## src/rtl/reg_arbiter_if.sv

```systemverilog
// Requester/output bundle for reg_arbiter; the lock lane exists only when ARB_LOCK_EN is defined.
interface reg_arbiter_if #(
  parameter int unsigned N = 16,
  parameter int unsigned R = 4
);
  localparam int unsigned W = $clog2(R);

  logic [R-1:0]   req;
  logic [R*N-1:0] req_data;
  logic [R-1:0]   gnt;
  logic [N-1:0]   q;
  logic           q_valid;
  logic           q_ready;
  logic [W-1:0]   owner;
`ifdef ARB_LOCK_EN
  logic [R-1:0]   lock;

  modport master (output req, req_data, q_ready, lock, input gnt, q, q_valid, owner);
  modport slave  (input req, req_data, q_ready, lock, output gnt, q, q_valid, owner);
`else
  modport master (output req, req_data, q_ready, input gnt, q, q_valid, owner);
  modport slave  (input req, req_data, q_ready, output gnt, q, q_valid, owner);
`endif
endinterface

```

## src/rtl/reg_arbiter.sv

```systemverilog
// Round-robin arbiter feeding one shared output register with a valid/ready drain.
// Optional ownership lock enabled by defining ARB_LOCK_EN.
module reg_arbiter #(
  parameter int unsigned N = 16,
  parameter int unsigned R = 4
) (
  input  logic       clk,
  input  logic       rst_n,
  reg_arbiter_if.slave bus
);
  localparam int unsigned W = $clog2(R);

  localparam logic [1:0] EMPTY  = 2'd0;
  localparam logic [1:0] FULL   = 2'd1;
  localparam logic [1:0] LOCKED = 2'd2;

  logic [1:0]   state;
  logic [W-1:0] ptr;
  logic [N-1:0] q;
  logic         q_valid;
  logic [W-1:0] owner;

  logic         free;
  logic         xfer;
  logic         qv_next;
  logic         found;
  logic [R-1:0] gnt;
  logic [W-1:0] gnt_idx;
  logic [W-1:0] sel;
  logic [W-1:0] ptr_next;

  assign free = !q_valid || bus.q_ready;

  // Grant is masked during reset so a pending request is never captured.
  always_comb begin
    gnt     = '0;
    gnt_idx = '0;
    found   = 1'b0;
    sel     = '0;
    if (rst_n && free) begin
      if (state == LOCKED) begin
        if (bus.req[owner]) begin
          gnt[owner] = 1'b1;
          gnt_idx    = owner;
        end
      end else begin
        for (int unsigned k = 0; k < R; k++) begin
          sel = W'((32'(ptr) + k) % R);
          if (!found && bus.req[sel]) begin
            found    = 1'b1;
            gnt[sel] = 1'b1;
            gnt_idx  = sel;
          end
        end
      end
    end
  end

  assign xfer     = |gnt;
  assign qv_next  = xfer || (q_valid && !bus.q_ready);
  assign ptr_next = (gnt_idx == W'(R - 1)) ? '0 : gnt_idx + 1'b1;

  always_ff @(posedge clk or negedge rst_n) begin
    if (!rst_n) begin
      q       <= '0;
      q_valid <= 1'b0;
      owner   <= '0;
      ptr     <= '0;
      state   <= EMPTY;
    end else begin
      q_valid <= qv_next;
      if (xfer) begin
        q     <= bus.req_data[gnt_idx*N +: N];
        owner <= gnt_idx;
      end
`ifdef ARB_LOCK_EN
      // Locked transfers hold PTR; a vanished owner request releases the lock.
      if (xfer && bus.lock[gnt_idx]) begin
        state <= LOCKED;
      end else begin
        if (xfer)
          ptr <= ptr_next;
        if (state != LOCKED || xfer || !bus.req[owner])
          state <= qv_next ? FULL : EMPTY;
      end
`else
      if (xfer)
        ptr <= ptr_next;
      state <= qv_next ? FULL : EMPTY;
`endif
    end
  end

  assign bus.gnt     = gnt;
  assign bus.q       = q;
  assign bus.q_valid = q_valid;
  assign bus.owner   = owner;
endmodule

```

## src/flat_wrapper.sv

```systemverilog
// flat-port wrapper written by rule: the top's interface ports become plain ports
module reg_arbiter_flat 
#(
  parameter int unsigned N = 16,
  parameter int unsigned R = 4
)
  (clk, rst_n, bus_req, bus_req_data, bus_q_ready, bus_gnt, bus_q, bus_q_valid, bus_owner);
  reg_arbiter_if #(.N(N), .R(R)) bus_i ();
  input  logic clk;
  input  logic rst_n;
  input wire logic [$bits(bus_i.req)-1:0] bus_req;
  input wire logic [$bits(bus_i.req_data)-1:0] bus_req_data;
  input wire logic [$bits(bus_i.q_ready)-1:0] bus_q_ready;
  output wire logic [$bits(bus_i.gnt)-1:0] bus_gnt;
  output wire logic [$bits(bus_i.q)-1:0] bus_q;
  output wire logic [$bits(bus_i.q_valid)-1:0] bus_q_valid;
  output wire logic [$bits(bus_i.owner)-1:0] bus_owner;
  assign bus_i.req = bus_req;
  assign bus_i.req_data = bus_req_data;
  assign bus_i.q_ready = bus_q_ready;
  assign bus_gnt = bus_i.gnt;
  assign bus_q = bus_i.q;
  assign bus_q_valid = bus_i.q_valid;
  assign bus_owner = bus_i.owner;
  reg_arbiter #(.N(N), .R(R)) u_core (.clk(clk), .rst_n(rst_n), .bus(bus_i));
endmodule
```

## config.mk

```make
export PLATFORM = sky130hd
export DESIGN_NAME = reg_arbiter_flat
export DESIGN_NICKNAME = d
export VERILOG_FILES = /design/src/rtl/reg_arbiter_if.sv /design/src/rtl/reg_arbiter.sv /design/src/flat_wrapper.sv
export SDC_FILE = /design/constraint.sdc
export NUM_CORES = 1
export LEC_CHECK = 0
export ABC_AREA = 1
export CAP_MARGIN = 20
export CORE_ASPECT_RATIO = 1.25
export CORE_MARGIN = 2
export CORE_UTILIZATION = 43
export DETAILED_ROUTE_END_ITERATION = 6
export PLACE_DENSITY = 0.9
export REMOVE_ABC_BUFFERS = 1
export SETUP_SLACK_MARGIN = 0.05
export SKIP_CTS_REPAIR_TIMING = 1
export SYNTH_ARGS = -nofsm -noshare
export SYNTH_HDL_FRONTEND = slang
export SYNTH_SLANG_ARGS = --single-unit
```

## constraint.sdc

```tcl
create_clock -name clk -period 3.25 [get_ports clk]
set_input_delay 0.65 -clock clk [delete_from_list [all_inputs] [get_ports clk]]
set_output_delay 0.65 -clock clk [all_outputs]
set_load 0.01 [all_outputs]
```

* After elaboration in Yosys (flattened, before gate mapping)
Cells that the tools add are included.
** Storage, ports and cells
- Flip-flop bits (word level) :: 23
- Input bits :: 71
- Output and inout bits :: 23
** Operators by class
- $add $sub $neg :: 4
- Order comparisons :: 10
- Equal/unequal tests :: 2
- Shift operators :: 1
- Muxes and demuxes :: 51
- Bitwise logic cells :: 3
- Reductions and logical operators :: 18
** Operators by type and width (number)
- 64-bit by 7-bit indexed part select with 16-bit output :: 1
- 4-bit 2-to-1 mux :: 13
- 1-bit 2-to-1 mux :: 20
- 2-bit 2-to-1 mux :: 8
- 2-bit by 3-bit less-than comparator with 1-bit output, second input constant :: 5
- 4-bit bitwise OR :: 3
- 1-bit binary-select mux with 2-bit select :: 5
- 1-bit demux with 2-bit select :: 5
- 2-bit by 1-bit greater-or-equal comparator with 1-bit output, second input constant :: 5
- 1-bit logical AND :: 10
- 1-bit zero test :: 5
- 2-bit by 1-bit adder with 2-bit output, second input constant :: 2
- 2-bit adder, second input constant :: 2
- 2-bit equality test, second input constant :: 2
- 4-bit OR reduction :: 1
- 1-bit logical OR :: 2

* Depth between registers and ports, before layout
- Word-level depth :: 23
- Depth in mapped cells :: 17

* Worst setup path before layout
OpenSTA, ideal clock, no wires.
- Path type :: register -> output
- Start point :: register u_core.ptr[0]
- End point :: output bus_gnt[1]
- Arrival time :: 1.777 ns
- Required time :: 2.600 ns
- Setup slack :: 0.823 ns
- Cell stages (with the launch flop) :: 12
- Cells stage by stage :: dfrtp_1 > inv_2 > ha_1 > inv_1 > nand3_1 > nand2_2 > nand3_2 > nor2_4 > nand3_1 > nand3_1 > nand2_1 > inv_1
** On the way
- Longest elaborated chain between the ends :: 20
- Elaborated cells on any way between the ends :: 61
- Those cells by class :: 3 x add/sub; 8 x order compare; 37 x mux; 3 x bitwise; 10 x reduce/logical
** RTL lines
- start, declared :: line reg_arbiter.sv:18 : logic [W-1:0] ptr;
- start signal, assigned :: line reg_arbiter.sv:88 : ptr <= ptr_next;
- branches (longest 17 deep; another with 2-bit by 3-bit less-than comparator with 1-bit output)
- 4-bit 2-to-1 mux (*) :: line reg_arbiter.sv:49 : if (!found && bus.req[sel]) begin
- 4-bit 2-to-1 mux (*) :: line reg_arbiter.sv:41 : if (state == LOCKED) begin
- 4-bit 2-to-1 mux (*) :: line reg_arbiter.sv:40 : if (rst_n && free) begin
- end, declared :: line flat_wrapper.sv:14 : output wire logic [$bits(bus_i.gnt)-1:0] bus_gnt;
Every way passes the cells marked *. The select of a mux whose other input is x is not followed.

* Worst setup path in the final report
- Start point :: input bus_req[2]
- End point :: output bus_gnt[3]
** On the way
- Longest elaborated chain between the ends :: 20
- Elaborated cells on any way between the ends :: 41
- Those cells by class :: 32 x mux; 3 x bitwise; 6 x reduce/logical
** RTL lines
- start, declared :: line flat_wrapper.sv:11 : input wire logic [$bits(bus_i.req)-1:0] bus_req;
- 1-bit binary-select mux with 2-bit select :: line reg_arbiter.sv:49
- 1-bit 2-to-1 mux (implied by the code) :: line reg_arbiter.sv:49
- 1-bit 2-to-1 mux :: line reg_arbiter.sv:49
- 1-bit 2-to-1 mux :: line reg_arbiter.sv:41
- 1-bit 2-to-1 mux :: line reg_arbiter.sv:40
- 1-bit zero test :: line reg_arbiter.sv:49
- 1-bit logical AND :: line reg_arbiter.sv:49
- 1-bit 2-to-1 mux :: line reg_arbiter.sv:49
- (+4 left out)
- 1-bit 2-to-1 mux :: line reg_arbiter.sv:49
- 1-bit 2-to-1 mux :: line reg_arbiter.sv:41
- 1-bit 2-to-1 mux :: line reg_arbiter.sv:40
- 1-bit zero test :: line reg_arbiter.sv:49
- 1-bit logical AND :: line reg_arbiter.sv:49
- 4-bit 2-to-1 mux :: line reg_arbiter.sv:49
- 4-bit 2-to-1 mux (*) :: line reg_arbiter.sv:41
- 4-bit 2-to-1 mux (*) :: line reg_arbiter.sv:40
Every way passes the cells marked *; elsewhere a longest branch is shown, timed or not. The select of a mux whose other input is x is not followed.

==> results by group <==
Routing
  – Vias per cell: 4.83
  – Final ANT Viol Nets: 0
  – Initial DRC count: 116
  – TritonRoute pass-1 iters: 5
  – Routed wire per std cell: 11.7 um
  – DRC errors left: 0
  – Via count: 2529
  – Final Routed Wirelength: 6140 um

Critical path
  – CP Max Fanout: 6
  – CP most frequent cell: nand3_1
  – Largest stage delay, worst path: 420 ps
  – Cell Chain, Critical Path: clkdlybuf4s50_1 > nand2_1 > nand3_1 > nand2_2 > nand3_2 > nor2_4 > buf_4 > nand3_1 > nand3_1 > nand2_1 > inv_1 > dlymetal6s2s_1
  – Critical path's slowest cell: clkdlybuf4s50_1
  – Worst EP arrival: 2250 ps
  – WP data required: 2600 ps
  – Crit end category: output port
  – Crit Path Class: input pin to output port
  – Startpoint types: input pin

Cells and area
  – Ant diodes: 0
  – Final Non-Filler Cells: 524
  – Final #Nets: 544
  – Layout cells sized above 1: 0.0711
  – Synthesis-to-layout area growth: 48.1%

STA
  – Worst slew pin tran: 728 ps
  – Endpoints failing hold: 0
  – Setup_tns: 0 ps
  – Fmax achieved: 345 MHz
  – Fin. max-slew vios: 0
  – Tmin final: 2900 ps
  – Final setup fails: 0
  – Unrepaired setup endpoints after global routing: false
  – Tcrit/Tclk final: 0.893
  – Slew headroom: 0.514
  – Clk_skew: 3.93 ps

Placement
  – Number of placed instances, taps included: 519
  – HPWL after DPL: 4660 um
  – Placer Congestion: 0.730
  – I/O Buffers: 93

Outcome
  – Status: complete, no violations

Synth
  – Synthesis Warnings: 0
  – Cells after Synth: 374
  – Synth Cell Area: 2170 um2
  – Sequential share of the synthesized area: 0.243
  – Synth area leaders: dfrtp_1 24%, nand2_1 24%, nand3_1 17%
  – Asr flop ratio synth: 1.00
  – Top cell type's share of synthesized area: 0.243
  – Top FF cell, synth: dfrtp_1
  – Synth area leader: dfrtp_1
  – Synthesized flop and latch total: 21
  – Avg Cell Area, Syn: 5.79 um2
  – Distinct cells, synth: 26
  – EDFF count, synth: 0

Floorplanning
  – Die X: 67.5 um
  – Initial Util: 0.451
  – Die height: 83.3 um
  – DIE AREA: 5620 um2
  – I/O pins: 94
  – Site Rows: 28
  – Core area: 4800 um2

Global routing
  – Overall routing resource usage: 0.224
  – Largest net degree at the start of global routing: 36
  – First-pass GRT wire length: 10200 um
  – Initial antenna violation count: 0
  – Number of global-route vias before repair: 2410
  – Total grt overflow: 0

Clock tree
  – Clk slew on worst S/H paths: 80 ps
  – Root Buffer: clkbuf_8
  – Clk_lat worst skew: 250 ps
  – Total CTS buffers: 3
  – Longest Clk Path Bufs: 2
  – Clock Sinks: 21
  – CTS tree: done
  – H-Tree Level Count: 1

Power
  – Power density cells: 865 nW/um2
  – Leakage: 1.91 nW
  – Maximum VDD drop: 0.391 mV

Hold path
  – HP Class: flop to flop

Job
  – Max-cap violations: 0
[state kept, by name, indices dropped and copies added, names as in the netlist]
signal	flops
u_core.ptr	2
u_core.bus.q	16
u_core.bus.q_valid	1
u_core.bus.owner	2
[stage by stage]
step                      utilization  power (mW)  instance area, um2  worst slack (ps)  hold slack [ps]
after detailed placement        0.652        2.58                3130              29.7              466
after global placement          0.652        2.50                3130               143              463
after floorplan                     -        1.79                2060               788              354
after global routing            0.668        3.06                3210               178              510
after CTS                       0.662        2.76                3180              19.8              489
final                           0.668        2.78                3210               348              481
[area by class of cell]
cell class,instances,area [um2]
tap,60,75.1
inverter,86,328
multi-input combinational,251,1230
sequential,21,526
fill,417,1590
timing repair buffer,102,1010
clock buffer,4,45.0
[logic make-up after synthesis]
| family | Yosys count | synth area share |
|---|---|---|
| buffers and inverters | 102 | 0.197 |
| and+or+nand+nor | 233 | 0.482 |
| AOI/OAI and AO/OA | 9 | 0.0283 |
| adders and majority gates | 8 | 0.0462 |
| xor gates and xnor gates | 1 | 0.00404 |
| DFF | 21 | 0.243 |
[worst max-delay path: cells and delay by family]
kind	cells	cell delay, ps
and+or+nand+nor	8	840
buffers and inverters	4	760
[synth_stat cells (2+ instances only)]
| cell | count |
|---|---|
| clkbuf_1 | 2 |
| dfrtp_1 | 21 |
| nand2_1 | 140 |
| buf_2 | 6 |
| a22oi_1 | 3 |
| nand2_2 | 3 |
| inv_1 | 81 |
| nand2_4 | 3 |
| o21ai_0 | 3 |
| nor2_1 | 2 |
| inv_2 | 4 |
| buf_6 | 2 |
| ha_1 | 8 |
| nand3_1 | 75 |
| nor2_2 | 3 |
| buf_4 | 5 |
| nand3_2 | 4 |
[final timing paths]
check                                                 start                           end  slack, ps  cells after the start
worst max-delay path                             bus_req[2]                    bus_gnt[3]        350                     12
worst min-delay path            u_core.bus.q[6]$_DFFE_PN0P_   u_core.bus.q[6]$_DFFE_PN0P_        480                      2
worst max register to register    u_core.ptr[0]$_DFFE_PN0P_  u_core.bus.q[10]$_DFFE_PN0P_        540                     16
worst min register to register  u_core.bus.q[6]$_DFFE_PN0P_   u_core.bus.q[6]$_DFFE_PN0P_        480                      2
max in group asynchronous                             rst_n   u_core.bus.q[1]$_DFFE_PN0P_       2220                      2
min in group asynchronous                             rst_n  u_core.bus.q_valid$_DFF_PN0_        800                      2
[routing by layer]
layer / part of all wire / GRT usage
met1: 0.41 / 0.260
met2: 0.51 / 0.402
met3: 0.066 / 0.0393
met4: 0.014 / 0.0705
met5: 0 / 0
[placed cells by master (no fill, tap or decap), types with 2 or more instances in the layout]
master,count
nand2_1,140
clkdlybuf4s50_1,89
inv_1,81
nand3_1,75
dfrtp_1,21
buf_4,9
ha_1,7
nand3_2,4
dlymetal6s2s_1,4
nand2_2,3
nor2_2,3
a22oi_1,3
inv_2,3
o21ai_0,3
nand2_4,3
clkbuf_8,3
inv_4,2
nor2_1,2
[where the power goes]
group / total (mW) / leakage (nW) / internal, mW / switching, mW
logic: 2.13 / 1.63 / 0.821 / 1.31
registers: 0.471 / 0.260 / 0.399 / 0.0718
clock network: 0.170 / 0.0228 / 0.0872 / 0.0831
total: 2.78 / 1.91 / 1.31 / 1.47
(Power assumes the default switching activity.)
